--- config.mk ---
export PLATFORM = sky130hd
export DESIGN_NAME = fetch_stage
export DESIGN_NICKNAME = d
export VERILOG_FILES = /design/src/rtl/fetch_stage.sv
export SDC_FILE = /design/constraint.sdc
export NUM_CORES = 1
export LEC_CHECK = 0
export CAP_MARGIN = 20
export CORE_UTILIZATION = 55
export DETAILED_ROUTE_END_ITERATION = 8
export PLACE_DENSITY = 0.82
export SLEW_MARGIN = 40
export SYNTH_ARGS = -nofsm -noshare
export SYNTH_HDL_FRONTEND = slang
export SYNTH_SLANG_ARGS = --single-unit
--- constraint.sdc ---
create_clock -name i_clk -period 13.2 [get_ports i_clk]
set_input_delay 1.98 -clock i_clk [delete_from_list [all_inputs] [get_ports i_clk]]
set_output_delay 1.98 -clock i_clk [all_outputs]
set_load 0.01 [all_outputs]
--- src/rtl/fetch_stage.sv ---
// fetch_stage: instruction fetch with 2-credit memory requests, in-order PC FIFO and 2-entry instruction queue.
// Define FETCH_BYPASS_EN to present a response on o_valid in its arrival cycle when the queue is empty.
module fetch_stage #(
   parameter logic [31:0] RESET_PC = 32'h0000_0000
) (
   input  logic        i_clk,
   input  logic        i_rst,
   output logic        o_imem_req,
   output logic [31:0] o_imem_addr,
   input  logic        i_imem_ready,
   input  logic        i_imem_rvalid,
   input  logic [31:0] i_imem_rdata,
   input  logic        i_redirect,
   input  logic [31:0] i_redirect_pc,
   input  logic        i_stall,
   output logic        o_valid,
   output logic [31:0] o_inst,
   output logic [31:0] o_pc
);
`ifdef FETCH_BYPASS_EN
   localparam logic BYPASS = 1'b1;
`else
   localparam logic BYPASS = 1'b0;
`endif
   logic [31:0] pc;
   logic [1:0]  outst, q_cnt, drop_cnt;
   logic [31:0] pf [2];
   logic [31:0] q_inst [2];
   logic [31:0] q_pc [2];
   logic        req, accept, resp, keep, bypass_hit, push, pop, pf_widx, q_widx;
   // Outstanding requests include ones whose responses will be dropped, so credits stay exact across redirects.
   always_comb begin
      req         = !i_rst && !i_redirect && (({1'b0, outst} + {1'b0, q_cnt}) < 3'd2);
      accept      = req && i_imem_ready;
      resp        = i_imem_rvalid && (outst != 2'd0);
      keep        = resp && (drop_cnt == 2'd0) && !i_redirect;
      bypass_hit  = BYPASS && keep && (q_cnt == 2'd0);
      pop         = (q_cnt != 2'd0) && !i_stall && !i_redirect;
      push        = keep && !(bypass_hit && !i_stall);
      pf_widx     = outst[0] ^ resp;
      q_widx      = q_cnt[0] ^ pop;
      o_imem_req  = req;
      o_imem_addr = pc;
      o_valid     = !i_rst && !i_redirect && ((q_cnt != 2'd0) || bypass_hit);
      o_inst      = i_rst ? 32'd0 : bypass_hit ? i_imem_rdata : q_inst[0];
      o_pc        = i_rst ? 32'd0 : bypass_hit ? pf[0] : q_pc[0];
   end
   always_ff @(posedge i_clk or posedge i_rst) begin
      if (i_rst) begin
         pc        <= RESET_PC;
         outst     <= 2'd0;
         q_cnt     <= 2'd0;
         drop_cnt  <= 2'd0;
         pf[0]     <= '0;
         pf[1]     <= '0;
         q_inst[0] <= '0;
         q_inst[1] <= '0;
         q_pc[0]   <= '0;
         q_pc[1]   <= '0;
      end else begin
         pc       <= i_redirect ? (i_redirect_pc & ~32'h3) : accept ? pc + 32'd4 : pc;
         outst    <= outst + {1'b0, accept} - {1'b0, resp};
         drop_cnt <= i_redirect ? outst - {1'b0, resp} : drop_cnt - {1'b0, resp && (drop_cnt != 2'd0)};
         if (resp) pf[0] <= pf[1];
         if (accept) pf[pf_widx] <= pc;
         q_cnt    <= i_redirect ? 2'd0 : q_cnt + {1'b0, push} - {1'b0, pop};
         if (pop) begin
            q_inst[0] <= q_inst[1];
            q_pc[0]   <= q_pc[1];
         end
         if (push) begin
            q_inst[q_widx] <= i_imem_rdata;
            q_pc[q_widx]   <= pf[0];
         end
      end
   end
endmodule

==> results of run 1 <==
## cell usage after synthesis (13+ instances only)
master,instances
sky130_fd_sc_hd__dfrtp_1,226
sky130_fd_sc_hd__nand2_1,168
sky130_fd_sc_hd__nor2_1,116
sky130_fd_sc_hd__mux2_2,90
sky130_fd_sc_hd__a31oi_1,66
sky130_fd_sc_hd__nor2b_1,65
sky130_fd_sc_hd__clkbuf_1,48
sky130_fd_sc_hd__mux2i_1,33
sky130_fd_sc_hd__a21oi_1,32
sky130_fd_sc_hd__o21ai_0,23
sky130_fd_sc_hd__buf_2,14
sky130_fd_sc_hd__inv_1,13
## routing by layer
layer / wire length, microns / up-vias
met1: 11200 / 3948
li1: - / 3724
met3: 1240 / 29
met5: 0 / -
met4: 386 / 0
met2: 11200 / 259
## path summary, 6_finish.rpt
path	startpoint	end	slack [ns]	cells after the start
hold / removal	pf[21]	pf[21]	0.48	2
setup / recovery	i_redirect	o_imem_req	7.55	4
hold reg to reg	pf[21]	pf[21]	0.48	2
setup reg to reg	outst[0]	outst[1]	10.13	11
min in group asynchronous	i_rst	q_pc[1]	1.99	3
max in group asynchronous	i_rst	q_cnt[0]	10.00	4
## flip-flops by register name (all words and copies together) (netlist names)
register	cells
drop_cnt	2
o_imem_addr	30
outst	2
pf	62
q_cnt	2
q_inst	64
q_pc	64
## final cells by class
cell class	instances	area, sq um
Multi-Input combinational cell	701	4420
Clock buffer	32	659
Clock inverter	6	32.5
Inverter	14	65.1
Timing Repair Buffer	173	1720
Fill cell	1357	5790
Sequential cell	226	5660
Tap cell	234	293
## cells by family (layout without fill, tap and decap cells)
group                      Yosys count  count (layout)  synth area share
AOI/OAI and AO/OA                  155             155            0.0927
xor gates and xnor gates            12              12            0.0101
adders and majority gates            8               8            0.0103
buffers and inverters               88             225            0.0383
DFF                                226             226             0.541
muxes                              123             123             0.129
other                                1               2          0.000359
and+or+nand+nor                    401             401             0.178
## power breakdown
part	internal, mW	switching [mW]	total (mW)
registers	0.974	0.187	1.16
clock network	0.346	0.257	0.603
logic	0.418	0.329	0.747
## critical path, stage by stage
cell and delay (ns):
sky130_fd_sc_hd__clkdlybuf4s50_1 0.39, sky130_fd_sc_hd__buf_4 0.28, sky130_fd_sc_hd__nor4_4 0.40, sky130_fd_sc_hd__clkdlybuf4s50_1 0.61
## metrics by stage
stage / setup slack, ns / utilization / hold slack [ns] / area [sq um]
finish: 7.55 / 0.689 / 0.483 / 12800
global route: 7.51 / 0.689 / 0.495 / 12800
floorplan: 4.83 / - / 0.449 / 10400
detailed placement: 7.58 / 0.652 / 0.471 / 12100
CTS: 7.58 / 0.689 / 0.484 / 12800
global placement: 7.58 / 0.651 / 0.461 / 12100
==> flow_summary.html, run 1 <==
<table>
<tr><th>Metric</th><th>Value</th></tr>
<tr><th colspan="2">Logic synthesis</th></tr>
<tr><td>Number of flops mapped to enable cells by yosys</td><td>0</td></tr>
<tr><td>Register area share after synthesis</td><td>0.541</td></tr>
<tr><td>Most area-consuming cells after synthesis</td><td>sky130_fd_sc_hd__dfrtp_1 (54%), sky130_fd_sc_hd__mux2_2 (9.7%), sky130_fd_sc_hd__nand2_1 (6.0%)</td></tr>
<tr><td>Synthesized area</td><td>0.0104 sq mm</td></tr>
<tr><td>Dominant cell type by area after synthesis</td><td>sky130_fd_sc_hd__dfrtp_1</td></tr>
<tr><td>Number of distinct standard cells referenced by the synthesized netlist</td><td>50</td></tr>
<tr><td>Synthesis-stage register bit count</td><td>226</td></tr>
<tr><td>Yosys top cell area share</td><td>0.541</td></tr>
<tr><td>Syn Inst Count</td><td>1014</td></tr>
<tr><td>Top flip-flop cell by instance count after synthesis</td><td>sky130_fd_sc_hd__dfrtp_1</td></tr>
<tr><td>Synthesized area divided by synthesized cell count</td><td>10.3 sq um</td></tr>
<tr><td>FFs w/ async S/R, synth</td><td>1.00</td></tr>
<tr><td>Count of synthesis-stage warnings from yosys</td><td>0</td></tr>
<tr><th colspan="2">Layout</th></tr>
<tr><td>Finished Layout Cells</td><td>1386</td></tr>
<tr><td>Commonest non-fill, non-tap cells in the layout</td><td>sky130_fd_sc_hd__dfrtp_1 (226), sky130_fd_sc_hd__nand2_1 (166), sky130_fd_sc_hd__clkdlybuf4s50_1 (162)</td></tr>
<tr><td>Count of nets after finishing</td><td>1217</td></tr>
<tr><td>Area growth syn-to-layout</td><td>23.0%</td></tr>
<tr><td>Share of layout cells above drive strength 1</td><td>0.135</td></tr>
<tr><td>Number of antenna diodes</td><td>0</td></tr>
<tr><td>Most common library cell in the layout ignoring fill and taps</td><td>sky130_fd_sc_hd__dfrtp_1</td></tr>
<tr><th colspan="2">Floorplanning</th></tr>
<tr><td>Row cnt</td><td>50</td></tr>
<tr><td>Die area</td><td>0.0195 sq mm</td></tr>
<tr><td>Area of the core region</td><td>0.0186 sq mm</td></tr>
<tr><td>Width of the chip</td><td>140 microns</td></tr>
<tr><td>Vertical extent of the die</td><td>140 microns</td></tr>
<tr><td>Starting utilization of the core area</td><td>0.560</td></tr>
<tr><td># IOs</td><td>168</td></tr>
<tr><th colspan="2">Global route</th></tr>
<tr><td>Routing usage on met2</td><td>0.405</td></tr>
<tr><td>Vias in the first global route</td><td>7789</td></tr>
<tr><td>Most Crowded Layer GR</td><td>met2</td></tr>
<tr><td>Number of antenna violations at the first check in global routing</td><td>0</td></tr>
<tr><td>Overflow after GRT</td><td>0</td></tr>
<tr><td>Overall track demand over capacity in global routing</td><td>0.252</td></tr>
<tr><td>Global-route wire length before repair</td><td>40000 microns</td></tr>
<tr><td>Met3 global-route usage</td><td>0.0286</td></tr>
<tr><td>Largest net degree at the start of global routing</td><td>140</td></tr>
<tr><td>GR Util met1</td><td>0.365</td></tr>
<tr><th colspan="2">Timing</th></tr>
<tr><td>Slew at the pin closest to its max-slew limit</td><td>0.782 ns</td></tr>
<tr><td>Setup repair after global routing missed its margin</td><td>false</td></tr>
<tr><td>Number of max-slew violations in the final report</td><td>0</td></tr>
<tr><td>Timing-limited maximum frequency</td><td>177 MHz</td></tr>
<tr><td>Final setup violation count</td><td>0</td></tr>
<tr><td>Fin Setup TNS</td><td>0 ns</td></tr>
<tr><td>Tcrit/Tclk final</td><td>0.428</td></tr>
<tr><td>Headroom to the max-slew limit</td><td>0.478</td></tr>
<tr><td>Clock skew after layout</td><td>0.0102 ns</td></tr>
<tr><td>Final hold violation count</td><td>0</td></tr>
<tr><td>Post-layout minimum cycle time</td><td>5.65 ns</td></tr>
<tr><th colspan="2">Routing</th></tr>
<tr><td>Remaining design rule violation count</td><td>0</td></tr>
<tr><td>Routed Antenna Nets</td><td>0</td></tr>
<tr><td>Post-DR wirelength/cell</td><td>17.4 microns</td></tr>
<tr><td>Total number of vias</td><td>7960</td></tr>
<tr><td>Post-Route WL</td><td>24100 microns</td></tr>
<tr><td>Detailed-routing iteration count for the pre-antenna-repair pass</td><td>5</td></tr>
<tr><td>Number of DRC markers in iteration 0</td><td>663</td></tr>
<tr><td>Avg Vias per Cell</td><td>5.74</td></tr>
<tr><th colspan="2">Critical path</th></tr>
<tr><td>Crit path required time</td><td>11.22 ns</td></tr>
<tr><td>CP endpoint kind</td><td>primary output</td></tr>
<tr><td>Kind of launch point of the worst setup path</td><td>input pin</td></tr>
<tr><td>Arrival time of the worst setup path</td><td>3.67 ns</td></tr>
<tr><td>Worst-path maximum fanout</td><td>46</td></tr>
<tr><td>Critical path start-end classification</td><td>input pin to primary output</td></tr>
<tr><th colspan="2">Pwr</th></tr>
<tr><td>Power density relative to cell area</td><td>195 mW/mm^2</td></tr>
<tr><td>VDD IR-drop max</td><td>0.000104 V</td></tr>
<tr><td>Power Total</td><td>2.51 mW</td></tr>
<tr><td>Pleak</td><td>5.87 nW</td></tr>
<tr><th colspan="2">Placement</th></tr>
<tr><td>Port Buf Inserts</td><td>163</td></tr>
<tr><td>Routability cong.</td><td>0.813</td></tr>
<tr><td>Post-placement cell count</td><td>1348</td></tr>
<tr><td>HPWL after DPL</td><td>14600 microns</td></tr>
<tr><th colspan="2">Run status</th></tr>
<tr><td>Result of the run</td><td>finished clean</td></tr>
<tr><th colspan="2">CTS</th></tr>
<tr><td>Clock sinks</td><td>226</td></tr>
<tr><td>Count of cells resized by post-cts repair</td><td>0</td></tr>
<tr><td>Max Root-Sink Buffers</td><td>3</td></tr>
<tr><td>Number of buffers created by CTS</td><td>23</td></tr>
<tr><td>Source-to-sink clock delay at the later pin of the worst-skew pair</td><td>0.50 ns</td></tr>
<tr><td>Post-CTS setup repair buffer count</td><td>0</td></tr>
<tr><td>CTS root buf</td><td>sky130_fd_sc_hd__clkbuf_16</td></tr>
<tr><td>Clock-pin slew on the worst setup and hold paths</td><td>0.06 ns</td></tr>
<tr><td>Hold buffer count at CTS</td><td>0</td></tr>
<tr><td>CTS tree</td><td>built</td></tr>
<tr><td>CTS HTree Levels</td><td>1</td></tr>
<tr><th colspan="2">Run</th></tr>
<tr><td>Max_cap viols</td><td>0</td></tr>
<tr><th colspan="2">Worst hold path</th></tr>
<tr><td>Worst hold path type</td><td>flop to flop</td></tr>
</table>
Power figures use the tool's default switching activity.
==> run 2, diff against run 1 <==
Settings changed: CORE_UTILIZATION 55 to 49, PLACE_DENSITY 0.82 to 0.77.
Clock period 13.2 ns to 4.9 ns, I/O delays scaled along.
==> run 2 against run 1 <==
Against the previous run:
- final cell count rose by 3.2%
- non-clock buffer count rose by 4
- core utilization fell by 7.0 points
- cell area rose by 0.98%
- total power rose to 2.7 times the previous value
- register-to-register slack got worse by 8.3 ns
- clock power rose to 2.7 times the previous value
- sequential power rose to 2.7 times the previous value
- die area rose by 12%
- flip-flop and latch count did not move
- global-route usage fell by 2.9 points
- critical path type is now flop to primary output
- critical endpoint unchanged
- largest power group unchanged
- highest routed layer unchanged
==> flow_summary.html, run 2 (synthesized netlist as in run 1, its figures left out) <==
<table>
<tr><th>Metric</th><th>Value</th></tr>
<tr><th colspan="2">CTS</th></tr>
<tr><td>Post-CTS setup repair buffer count</td><td>0</td></tr>
<tr><td>Clock sinks</td><td>226</td></tr>
<tr><td>CTS root buf</td><td>sky130_fd_sc_hd__clkbuf_16</td></tr>
<tr><td>Number of buffers created by CTS</td><td>23</td></tr>
<tr><td>Clock-pin slew on the worst setup and hold paths</td><td>0.06 ns</td></tr>
<tr><td>Source-to-sink clock delay at the later pin of the worst-skew pair</td><td>0.50 ns</td></tr>
<tr><td>Max Root-Sink Buffers</td><td>3</td></tr>
<tr><td>Count of cells resized by post-cts repair</td><td>0</td></tr>
<tr><td>CTS tree</td><td>built</td></tr>
<tr><td>CTS HTree Levels</td><td>1</td></tr>
<tr><td>Hold buffer count at CTS</td><td>0</td></tr>
<tr><th colspan="2">Critical path</th></tr>
<tr><td>Worst-path maximum fanout</td><td>3</td></tr>
<tr><td>Slowest cell on the critical path</td><td>sky130_fd_sc_hd__clkdlybuf4s50_1</td></tr>
<tr><td>Longest individual stage delay on the worst path</td><td>0.61 ns</td></tr>
<tr><td>Critical path start-end classification</td><td>flop to primary output</td></tr>
<tr><td>Crit path required time</td><td>4.16 ns</td></tr>
<tr><td>Arrival time of the worst setup path</td><td>2.61 ns</td></tr>
<tr><td>Kind of launch point of the worst setup path</td><td>flop</td></tr>
<tr><td>CP endpoint kind</td><td>primary output</td></tr>
<tr><td>Worst-path cell chain</td><td>inv_1, nor2_1, fa_1, nor4_4, clkdlybuf4s50_1</td></tr>
<tr><th colspan="2">Timing</th></tr>
<tr><td>Slew at the pin closest to its max-slew limit</td><td>0.750 ns</td></tr>
<tr><td>Headroom to the max-slew limit</td><td>0.500</td></tr>
<tr><td>Worst setup slack after layout</td><td>1.56 ns</td></tr>
<tr><td>Post-layout minimum cycle time</td><td>3.34 ns</td></tr>
<tr><td>Clock skew after layout</td><td>0.00853 ns</td></tr>
<tr><td>Fin Setup TNS</td><td>0 ns</td></tr>
<tr><td>Number of max-slew violations in the final report</td><td>0</td></tr>
<tr><td>Final setup violation count</td><td>0</td></tr>
<tr><td>Final hold violation count</td><td>0</td></tr>
<tr><td>Setup repair after global routing missed its margin</td><td>false</td></tr>
<tr><td>Tcrit/Tclk final</td><td>0.682</td></tr>
<tr><td>Timing-limited maximum frequency</td><td>299 MHz</td></tr>
<tr><th colspan="2">Floorplanning</th></tr>
<tr><td>Vertical extent of the die</td><td>148 microns</td></tr>
<tr><td>Starting utilization of the core area</td><td>0.498</td></tr>
<tr><td>Width of the chip</td><td>148 microns</td></tr>
<tr><td>Area of the core region</td><td>0.0210 sq mm</td></tr>
<tr><td>Die area</td><td>0.0219 sq mm</td></tr>
<tr><td># IOs</td><td>168</td></tr>
<tr><td>Row cnt</td><td>53</td></tr>
<tr><th colspan="2">Routing</th></tr>
<tr><td>Post-DR wirelength/cell</td><td>16.7 microns</td></tr>
<tr><td>Post-Route WL</td><td>23900 microns</td></tr>
<tr><td>Detailed-routing iteration count for the pre-antenna-repair pass</td><td>5</td></tr>
<tr><td>Total number of vias</td><td>7973</td></tr>
<tr><td>Number of DRC markers in iteration 0</td><td>623</td></tr>
<tr><td>Remaining design rule violation count</td><td>0</td></tr>
<tr><td>Routed Antenna Nets</td><td>0</td></tr>
<tr><td>Avg Vias per Cell</td><td>5.57</td></tr>
<tr><th colspan="2">Layout</th></tr>
<tr><td>Share of layout cells above drive strength 1</td><td>0.137</td></tr>
<tr><td>Commonest non-fill, non-tap cells in the layout</td><td>sky130_fd_sc_hd__dfrtp_1 (226), sky130_fd_sc_hd__nand2_1 (166), sky130_fd_sc_hd__clkdlybuf4s50_1 (162)</td></tr>
<tr><td>Largest registers</td><td>q_inst: 64 flops, q_pc: 64 flops, pf: 62 flops</td></tr>
<tr><td>Count of nets after finishing</td><td>1221</td></tr>
<tr><td>Area growth syn-to-layout</td><td>24.2%</td></tr>
<tr><td>Most common library cell in the layout ignoring fill and taps</td><td>sky130_fd_sc_hd__dfrtp_1</td></tr>
<tr><td>Number of antenna diodes</td><td>0</td></tr>
<tr><th colspan="2">Global route</th></tr>
<tr><td>Global-route wire length before repair</td><td>39300 microns</td></tr>
<tr><td>GR Util met1</td><td>0.330</td></tr>
<tr><td>Number of antenna violations at the first check in global routing</td><td>0</td></tr>
<tr><td>Overall track demand over capacity in global routing</td><td>0.223</td></tr>
<tr><td>Routing usage on met2</td><td>0.347</td></tr>
<tr><td>Overflow after GRT</td><td>0</td></tr>
<tr><td>Vias in the first global route</td><td>7604</td></tr>
<tr><td>Largest net degree at the start of global routing</td><td>121</td></tr>
<tr><td>Most Crowded Layer GR</td><td>met2</td></tr>
<tr><td>Met3 global-route usage</td><td>0.0321</td></tr>
<tr><th colspan="2">Pwr</th></tr>
<tr><td>Power density relative to cell area</td><td>520 mW/mm^2</td></tr>
<tr><td>Pleak</td><td>5.91 nW</td></tr>
<tr><td>VDD IR-drop max</td><td>0.000271 V</td></tr>
<tr><th colspan="2">Run status</th></tr>
<tr><td>Result of the run</td><td>finished clean</td></tr>
<tr><th colspan="2">Placement</th></tr>
<tr><td>Port Buf Inserts</td><td>163</td></tr>
<tr><td>HPWL after DPL</td><td>15100 microns</td></tr>
<tr><td>Worst setup timing slack at the placement stage</td><td>1.26 ns</td></tr>
<tr><td>Routability cong.</td><td>0.794</td></tr>
<tr><th colspan="2">Worst hold path</th></tr>
<tr><td>Worst hold path type</td><td>flop to flop</td></tr>
<tr><th colspan="2">Run</th></tr>
<tr><td>Max_cap viols</td><td>0</td></tr>
</table>
## run 2: layer usage
metal	part of all wire	vias up
li1	-	3747
met1	0.46	3929
met2	0.46	266
met3	0.062	31
met4	0.013	0
met5	0	-
## run 2: critical path: cells and delay by family (launching register included)
kind	cells	cell delay, ns
adders and majority gates	1	0.46
DFF	1	0.41
and+or+nand+nor	2	0.55
buffers and inverters	2	0.70
## run 2: per-stage QoR
| stage | std cells | power (mW) | area [sq um] | hold slack [ns] | util |
|---|---|---|---|---|---|
| after CTS | 1431 | 6.79 | 13000 | 0.483 | 0.619 |
| final | 1431 | 6.74 | 13000 | 0.484 | 0.619 |
| after floorplan | 1015 | 4.36 | 10500 | 0.449 | - |
| after global routing | 1431 | 7.15 | 13000 | 0.511 | 0.619 |
| after detailed placement | 1393 | 5.16 | 12300 | 0.470 | 0.587 |
| after global placement | 1391 | 5.04 | 12200 | 0.460 | 0.584 |
## run 2: worst paths after layout
| check | start | slack [ns] | endpoint | cells past startpoint |
|---|---|---|---|---|
| max | outst[0] | 1.56 | o_imem_req | 5 |
| min | pf[21] | 0.48 | pf[21] | 2 |
| max reg2reg | outst[0] | 1.82 | outst[1] | 11 |
| min reg2reg | pf[21] | 0.48 | pf[21] | 2 |
| max in group asynchronous | i_rst | 3.63 | q_pc[44] | 3 |
| min in group asynchronous | i_rst | 0.60 | q_pc[40] | 3 |
## run 2: cell type report
| class | count | area [sq um] |
|---|---|---|
| Fill cell | 1681 | 7980 |
| Sequential cell | 226 | 5660 |
| Multi-Input combinational cell | 701 | 4430 |
| Timing Repair Buffer | 177 | 1810 |
| Clock buffer | 32 | 649 |
| Tap cell | 275 | 344 |
| Inverter | 14 | 56.3 |
| Clock inverter | 6 | 33.8 |
## run 2: report_power, final
part | total (mW) | internal (mW) | leakage, nW | switching, mW
sequential | 3.12 | 2.62 | 2.86 | 0.493
combinational | 2.02 | 1.14 | 2.71 | 0.886
clock | 1.60 | 0.919 | 0.342 | 0.684
==> run 3, diff against run 2 <==
Settings changed: CORE_UTILIZATION 49 to 54, PLACE_DENSITY 0.77 to 0.8.
Clock period 4.9 ns to 3.1 ns, I/O delays scaled along.
==> run 3 against run 2 <==
Against the previous run:
- final cell count rose by 0.14%
- sequential power rose by 58%
- routed wire length fell by 0.74%
- core utilization rose by 8.1 points
- critical endpoint is now o_imem_addr[20]
- largest cell class unchanged
==> flow_summary.html, run 3 (synthesized netlist as in run 1, its figures left out) <==
<table>
<tr><th>Metric</th><th>Value</th></tr>
<tr><th colspan="2">Layout</th></tr>
<tr><td>Largest registers</td><td>q_inst: 64 flops, q_pc: 64 flops, pf: 62 flops</td></tr>
<tr><td>Number of antenna diodes</td><td>0</td></tr>
<tr><td>Count of nets after finishing</td><td>1233</td></tr>
<tr><td>Commonest non-fill, non-tap cells in the layout</td><td>sky130_fd_sc_hd__dfrtp_1 (226), sky130_fd_sc_hd__nand2_1 (166), sky130_fd_sc_hd__clkdlybuf4s50_1 (161)</td></tr>
<tr><td>Share of layout cells above drive strength 1</td><td>0.147</td></tr>
<tr><td>Most common library cell in the layout ignoring fill and taps</td><td>sky130_fd_sc_hd__dfrtp_1</td></tr>
<tr><td>Layout Utilization</td><td>0.700</td></tr>
<tr><td>Area growth syn-to-layout</td><td>26.2%</td></tr>
<tr><th colspan="2">Routing</th></tr>
<tr><td>Total number of vias</td><td>7994</td></tr>
<tr><td>Detailed-routing iteration count for the pre-antenna-repair pass</td><td>5</td></tr>
<tr><td>Post-DR wirelength/cell</td><td>16.6 microns</td></tr>
<tr><td>Avg Vias per Cell</td><td>5.58</td></tr>
<tr><td>Post-Route WL</td><td>23800 microns</td></tr>
<tr><td>Routed Antenna Nets</td><td>0</td></tr>
<tr><td>Number of DRC markers in iteration 0</td><td>529</td></tr>
<tr><td>Remaining design rule violation count</td><td>0</td></tr>
<tr><th colspan="2">Critical path</th></tr>
<tr><td>Crit path required time</td><td>3.52 ns</td></tr>
<tr><td>Arrival time of the worst setup path</td><td>3.15 ns</td></tr>
<tr><td>CP endpoint kind</td><td>flop</td></tr>
<tr><td>End of the worst register-to-register path</td><td>o_imem_addr[20]</td></tr>
<tr><td>Critical path start-end classification</td><td>flop to flop</td></tr>
<tr><td>Slowest cell on the critical path</td><td>sky130_fd_sc_hd__fa_1</td></tr>
<tr><td>R2R depth</td><td>9</td></tr>
<tr><td>Slack of the worst reg-to-reg path</td><td>0.37 ns</td></tr>
<tr><td>Longest individual stage delay on the worst path</td><td>0.47 ns</td></tr>
<tr><td>Worst-path maximum fanout</td><td>16</td></tr>
<tr><td>Worst flop-to-flop path startpoint</td><td>outst[0]</td></tr>
<tr><td>Worst-path cell chain</td><td>inv_1, nor2_1, fa_1, nor4_4, and2_4, buf_4, nand4_1, or3_1, o211ai_1</td></tr>
<tr><td>Kind of launch point of the worst setup path</td><td>flop</td></tr>
<tr><th colspan="2">Floorplanning</th></tr>
<tr><td>Die area</td><td>0.0199 sq mm</td></tr>
<tr><td>Vertical extent of the die</td><td>141 microns</td></tr>
<tr><td># IOs</td><td>168</td></tr>
<tr><td>Row cnt</td><td>50</td></tr>
<tr><td>Starting utilization of the core area</td><td>0.555</td></tr>
<tr><td>Width of the chip</td><td>141 microns</td></tr>
<tr><td>Area of the core region</td><td>0.0188 sq mm</td></tr>
<tr><th colspan="2">Global route</th></tr>
<tr><td>Overflow after GRT</td><td>0</td></tr>
<tr><td>Largest net degree at the start of global routing</td><td>103</td></tr>
<tr><td>Number of antenna violations at the first check in global routing</td><td>0</td></tr>
<tr><td>Vias in the first global route</td><td>7901</td></tr>
<tr><td>Overall track demand over capacity in global routing</td><td>0.246</td></tr>
<tr><td>Global-route wire length before repair</td><td>39800 microns</td></tr>
<tr><th colspan="2">Pwr</th></tr>
<tr><td>VDD IR-drop max</td><td>0.000417 V</td></tr>
<tr><td>Pleak</td><td>6.04 nW</td></tr>
<tr><td>Power Total</td><td>11.0 mW</td></tr>
<tr><td>Power density relative to cell area</td><td>837 mW/mm^2</td></tr>
<tr><th colspan="2">Timing</th></tr>
<tr><td>Final hold violation count</td><td>0</td></tr>
<tr><td>Fin Setup TNS</td><td>0 ns</td></tr>
<tr><td>Clock skew after layout</td><td>0.0134 ns</td></tr>
<tr><td>Worst setup slack after layout</td><td>0.371 ns</td></tr>
<tr><td>Timing-limited maximum frequency</td><td>366 MHz</td></tr>
<tr><td>Final worst hold slack</td><td>0.417 ns</td></tr>
<tr><td>Setup repair after global routing missed its margin</td><td>false</td></tr>
<tr><td>Slew at the pin closest to its max-slew limit</td><td>0.742 ns</td></tr>
<tr><td>Headroom to the max-slew limit</td><td>0.503</td></tr>
<tr><td>Number of max-slew violations in the final report</td><td>0</td></tr>
<tr><td>Tcrit/Tclk final</td><td>0.880</td></tr>
<tr><td>Final setup violation count</td><td>0</td></tr>
<tr><td>Post-layout minimum cycle time</td><td>2.73 ns</td></tr>
<tr><th colspan="2">CTS</th></tr>
<tr><td>CTS root buf</td><td>sky130_fd_sc_hd__clkbuf_16</td></tr>
<tr><td>Max Root-Sink Buffers</td><td>3</td></tr>
<tr><td>Number of buffers created by CTS</td><td>24</td></tr>
<tr><td>Post-CTS setup repair buffer count</td><td>0</td></tr>
<tr><td>Hold buffer count at CTS</td><td>0</td></tr>
<tr><td>Source-to-sink clock delay at the later pin of the worst-skew pair</td><td>0.51 ns</td></tr>
<tr><td>Clock-pin slew on the worst setup and hold paths</td><td>0.06 ns</td></tr>
<tr><td>CTS HTree Levels</td><td>1</td></tr>
<tr><td>CTS tree</td><td>built</td></tr>
<tr><td>Clock sinks</td><td>226</td></tr>
<tr><td>Count of cells resized by post-cts repair</td><td>0</td></tr>
<tr><th colspan="2">Placement</th></tr>
<tr><td>Routability cong.</td><td>0.797</td></tr>
<tr><td>HPWL after DPL</td><td>15200 microns</td></tr>
<tr><td>Worst setup timing slack at the placement stage</td><td>0.335 ns</td></tr>
<tr><td>Port Buf Inserts</td><td>163</td></tr>
<tr><th colspan="2">Worst hold path</th></tr>
<tr><td>Worst hold path type</td><td>input pin to asynchronous set/reset pin</td></tr>
<tr><th colspan="2">Run</th></tr>
<tr><td>Max_cap viols</td><td>0</td></tr>
<tr><th colspan="2">Run status</th></tr>
<tr><td>Result of the run</td><td>finished clean</td></tr>
</table>
-- run 3: area by class of cell --
cell class	count	area, sq um
multi-input combinational	701	4420
clock inverter	4	47.5
sequential	226	5660
timing repair buffer	188	1930
clock buffer	40	752
inverter	14	56.3
fill	1351	5640
tap	260	325
-- run 3: metrics by stage --
step,cell area [sq um],cells
CTS,13200,1433
finish,13200,1433
global placement,12400,1389
floorplan,10500,1015
global route,13200,1433
detailed placement,12400,1389
-- run 3: worst max-delay path by stage --
stage | start | to | cells after the start | slack, ns
6_report | outst[0] | o_imem_addr[20] | 9 | 0.37
5_1_grt | outst[0] | o_imem_addr[20] | 9 | 0.19
4_1_cts | outst[0] | o_imem_req | 5 | 0.007
3_5_place_dp | i_redirect | q_inst[11] | 8 | 0.34
3_3_place_gp | i_redirect | q_inst[27] | 8 | 0.35
2_1_floorplan | i_rst | drop_cnt[0] | 2 | -0.49
-- run 3: per-layer routing --
metal | vias to the layer above | routed length [microns] | track usage
met1 | 3939 | 10900 | 0.359
met4 | 0 | 373 | 0.0629
met5 | - | 0 | 0
met3 | 37 | 1240 | 0.0306
met2 | 258 | 11200 | 0.392
li1 | 3760 | - | -
-- run 3: critical path, delay by kind of cell (launching register included) --
kind	cells	cell delay [ns]
AOI/OAI and AO/OA	1	0.11
adders and majority gates	1	0.47
buffers and inverters	2	0.32
and+or+nand+nor	5	1.31
DFF	1	0.43
-- run 3: where the power goes --
group | switching, mW | internal (mW) | total (mW)
logic | 1.42 | 1.83 | 3.24
clock network | 1.12 | 1.73 | 2.85
registers | 0.789 | 4.15 | 4.94
